--- src/rtl/icache_dm.sv ---
// Direct-mapped, read-only instruction cache with flip-flop storage.
// Hits return in the same cycle; a miss fills one 256-bit line per pmem handshake.
module icache_dm #(
    parameter int S_INDEX  = 3,
    parameter int S_OFFSET = 5,
    parameter int S_TAG    = 32 - S_OFFSET - S_INDEX
) (
    input  logic         clk,
    input  logic         rst,
    input  logic [31:0]  mem_address,
    input  logic         mem_read,
    output logic [31:0]  mem_rdata,
    output logic         mem_resp,
    output logic [31:0]  pmem_address,
    output logic         pmem_read,
    input  logic [255:0] pmem_rdata,
    input  logic         pmem_resp
);

    localparam int N_SETS = 1 << S_INDEX;
    localparam int WORD_W = S_OFFSET - 2;

    typedef enum logic [0:0] {
        ST_IDLE = 1'b0,
        ST_FILL = 1'b1
    } state_e;

    state_e                state_q, state_d;
    logic [N_SETS-1:0]     valid_q, valid_d;
    logic [S_TAG-1:0]      tag_q [N_SETS];
    logic [255:0]          data_q [N_SETS];
    logic [31-S_OFFSET:0]  fill_line_q, fill_line_d;

    logic [S_TAG-1:0]      req_tag_s;
    logic [S_INDEX-1:0]    req_idx_s;
    logic [WORD_W-1:0]     req_word_s;
    logic [S_INDEX-1:0]    fill_idx_s;
    logic [S_TAG-1:0]      fill_tag_s;
    logic                  hit_s;
    logic                  fill_we_s;
    logic                  unused_s;

    assign req_tag_s  = mem_address[31 -: S_TAG];
    assign req_idx_s  = mem_address[S_OFFSET +: S_INDEX];
    assign req_word_s = mem_address[2 +: WORD_W];
    assign fill_idx_s = fill_line_q[0 +: S_INDEX];
    assign fill_tag_s = fill_line_q[S_INDEX +: S_TAG];
    // Fetches are word aligned, so the two low address bits carry no information.
    assign unused_s   = ^mem_address[1:0];

    // Lookup and response path, all combinational from registered state.
    always_comb begin
        hit_s     = mem_read & valid_q[req_idx_s] & (tag_q[req_idx_s] == req_tag_s);
        mem_resp  = (state_q == ST_IDLE) & hit_s;
        mem_rdata = 32'd0;
        if (valid_q[req_idx_s]) begin
            mem_rdata = data_q[req_idx_s][32*req_word_s +: 32];
        end else begin
            mem_rdata = 32'd0;
        end
        pmem_read    = (state_q == ST_FILL);
        pmem_address = 32'd0;
        if (state_q == ST_FILL) begin
            pmem_address = {fill_line_q, {S_OFFSET{1'b0}}};
        end else begin
            pmem_address = 32'd0;
        end
    end

    // Next-state logic for the miss/fill controller.
    always_comb begin
        state_d     = state_q;
        valid_d     = valid_q;
        fill_line_d = fill_line_q;
        fill_we_s   = 1'b0;
        case (state_q)
            ST_IDLE: begin
                if (mem_read & ~hit_s) begin
                    fill_line_d = mem_address[31:S_OFFSET];
                    state_d     = ST_FILL;
                end else begin
                    state_d     = ST_IDLE;
                end
            end
            ST_FILL: begin
                if (pmem_resp) begin
                    fill_we_s           = 1'b1;
                    valid_d[fill_idx_s] = 1'b1;
                    state_d             = ST_IDLE;
                end else begin
                    state_d             = ST_FILL;
                end
            end
            default: begin
                state_d = ST_IDLE;
            end
        endcase
    end

    // Control state; reset abandons any fill in flight.
    always_ff @(posedge clk) begin
        if (!rst) begin
            state_q     <= ST_IDLE;
            valid_q     <= '0;
            fill_line_q <= '0;
        end else begin
            state_q     <= state_d;
            valid_q     <= valid_d;
            fill_line_q <= fill_line_d;
        end
    end

    // Tag/data arrays are not cleared; valid bits alone qualify their contents.
    always_ff @(posedge clk) begin
        if (rst && fill_we_s) begin
            data_q[fill_idx_s] <= pmem_rdata;
            tag_q[fill_idx_s]  <= fill_tag_s;
        end
    end

endmodule

--- config.mk ---
export PLATFORM = sky130hd
export DESIGN_NAME = icache_dm
export DESIGN_NICKNAME = d
export VERILOG_FILES = /design/src/rtl/icache_dm.sv
export SDC_FILE = /design/constraint.sdc
export NUM_CORES = 2
export LEC_CHECK = 0
export CORE_MARGIN = 3
export CORE_UTILIZATION = 50
export CTS_CLUSTER_DIAMETER = 60
export CTS_CLUSTER_SIZE = 40
export DETAILED_ROUTE_END_ITERATION = 10
export PLACE_DENSITY = 0.77
export SKIP_LAST_GASP = 1
export SYNTH_ARGS = -nofsm -noshare
export SYNTH_HDL_FRONTEND = slang
export SYNTH_SLANG_ARGS = --single-unit
--- constraint.sdc ---
create_clock -name clk -period 41.5 [get_ports clk]
set_clock_uncertainty 0.05 [all_clocks]
set_input_delay 8.3 -clock clk [delete_from_list [all_inputs] [get_ports clk]]
set_output_delay 8.3 -clock clk [all_outputs]
set_load 0.005 [all_outputs]
==> metrics <==
status=complete, no violations; Max Buffers Root-to-Sink=3; Clock Root Buffer=clkbuf_16; Synth Cell Area=86900 µm²; via count=38700; GRT overflow=0; routability congestion estimate=0.753; EDFF count, synth=2240; Clock Pin Slew Worst Setup and Hold Paths=0.08 ns; Slew Viols, Final=0; R2R Setup Slk=36.45 ns; die area=179000 µm²; post-synth top area cell=edfxtp_1; Num CTS Buffers=136; NumNets Final=4163; Crit Path Max Fanout=93; Slew @ Worst Pin=1.26 ns; Rows=152; HPWL Detailed=103000 µm; fill count=11900; die height=423 µm; Setup-failing EPs final=0; reg2reg path depth=6; VDD IR max=37.9 µV; Setup crit end kind=output pin; Total Power=4.29 mW; core area=172000 µm²; All-Layer GR Usage=20.9%; Final Hold Viols=0; Netlist cell types=38; Leakage=30.2 nW; post-synthesis sequential area ratio=78.3%; # DRC=0; num ports=358; asr flop ratio synth=0%; f_max=0.0441 GHz; Fin Setup TNS=0 ns; hold_ws=0.405 ns; # Max-Cap Violations=0; CP Data Required Time=33.15 ns; Final Cycle Share=54.7%; First-pass DRT Iterations=5; non-filler cells, final=6328; vias per cell=6.12; Synth Warn #=0; Final Critical Period=22.69 ns; final design utilization=57.0%; Syn-to-layout area delta=12.9%; htree depth=4; initial antenna violation count=59; Post-synth top cells=edfxtp_1, mux4_2, clkbuf_1; total wire length=187000 µm; Avg Cell Area, Syn=24.7 µm²; DP Cell Count=6043; HP Class=reg -> reg; Yosys reg bits=2276; WL per Instance=29.5 µm; share of cells above drive strength 1=25.7%; Yosys top cell area share=77.4%; Post-CTS Repair Setup Buffers=0; Slew HR=15.9%; pwr/cell area=43.8 nW/µm²; Skew-Pair Late Insertion Delay=0.81 ns; Reg-to-Reg Start=pmem_read; vias in the first global route=39100; Startpoint Class=primary input; CTS tree=done; CTS Sinks=2276; Die Wd=423 µm; DRC marker count from the first detailed-route iteration=4089; WP data arrival=14.34 ns; Post-CTS Hold Buffers=0; post-cts resize count=0; Initial Util=50.5%; antenna viol nets, final=0; top cells by area, synth=edfxtp_1, mux4_2, mux2i_1, dfxtp_1, buf_2; crit path to=mem_rdata[3]; RSZ-0062 raised after global routing=false; RR Endpoint=data_q[7][74]; Worst Setup SP=mem_address[5]; prevailing post-synth register cell=edfxtp_1; largest net degree at the start of global routing=140; Mapped Cells=3510; critical setup path kind=in -> out; PortBufs=350; most common cell in the netlist=edfxtp_1; first-pass GRT wire length=275000 µm
-- worst min-delay path by stage --
stage	end	depth (start not counted)	start
after CTS	valid_q[0]	1	valid_q[0]
after global routing	valid_q[2]	1	valid_q[2]
final	valid_q[0]	1	valid_q[0]
after floorplan	valid_q[1]	1	valid_q[1]
after detailed placement	valid_q[6]	1	valid_q[6]
after global placement	valid_q[7]	1	valid_q[7]
-- where the power goes --
group,total [mW],internal (mW),switching (mW)
logic,0.224,0.109,0.115
registers,2.54,2.53,0.00652
clock network,1.53,0.703,0.827
-- sequential cells by signal (all words and copies together) (netlist names) --
signal / flops
pmem_read: 1
valid_q: 8
data_q: 2048
fill_line_q: 27
tag_q: 192
-- final cells by class --
type | instances | area, µm² | area share (%)
flip-flops and latches | 2276 | 68000 | 69.3
multi-input cells | 1042 | 18100 | 18.4
repair buffers | 413 | 4110 | 4.19
clock buffers | 146 | 3480 | 3.55
well taps | 2310 | 2890 | 2.95
clock inverters | 107 | 1490 | 1.52
diodes | 32 | 80.1 | 0.0816
inverters | 2 | 7.51 | 0.00765
-- per-stage QoR --
stage          cell area (µm²)  setup WS (ns)
6_report                 98100          18.81
5_1_grt                  98100          18.22
4_1_cts                  98000          18.67
3_5_place_dp             93000          18.66
3_3_place_gp             93000          18.66
2_1_floorplan            86900          12.53
-- cell families (layout without fill, tap and decap cells) --
family                 Yosys count  count (layout)  synth area share, %
AO/OA/AOI/OAI                   74              74                0.616
buffers and inverters          196             668                 1.07
AND/OR/NAND/NOR                163             163                0.984
flip-flops                    2276            2276                 78.3
XOR/XNOR                        15              15                0.151
multiplexers                   785             785                 18.9
other                            1              37              0.00432
-- critical path: stages --
cell             delay (ns)
buf_8                  0.58
buf_4                  0.76
buf_4                  0.72
buf_12                 0.60
buf_4                  0.78
mux4_2                 0.60
mux4_2                 0.47
mux2i_1                0.42
a211oi_1               0.15
clkdlybuf4s50_1        0.60
-- cells in the final DEF (no fill, tap or decap), types with 15 or more instances in the layout --
master and instances:
dfxtp_1 36, and2_1 27, inv_6 16, diode_2 32, edfxtp_1 2240, clkbuf_16 138, nand2_1 58, mux2_2 20
xor2_1 15, mux4_2 683, buf_4 54, mux2i_1 81, a211oi_1 34, clkdlybuf4s50_1 343, nor2b_1 36, clkinv_8 20
-- routing by layer --
metal | track usage, % | share of wire (%)
met1 | 29.4 | 39
met4 | 7.08 | 3.0
met3 | 3.35 | 6.8
met2 | 34.0 | 51
met5 | 0 | 0.058
(Power assumes the default switching activity.)
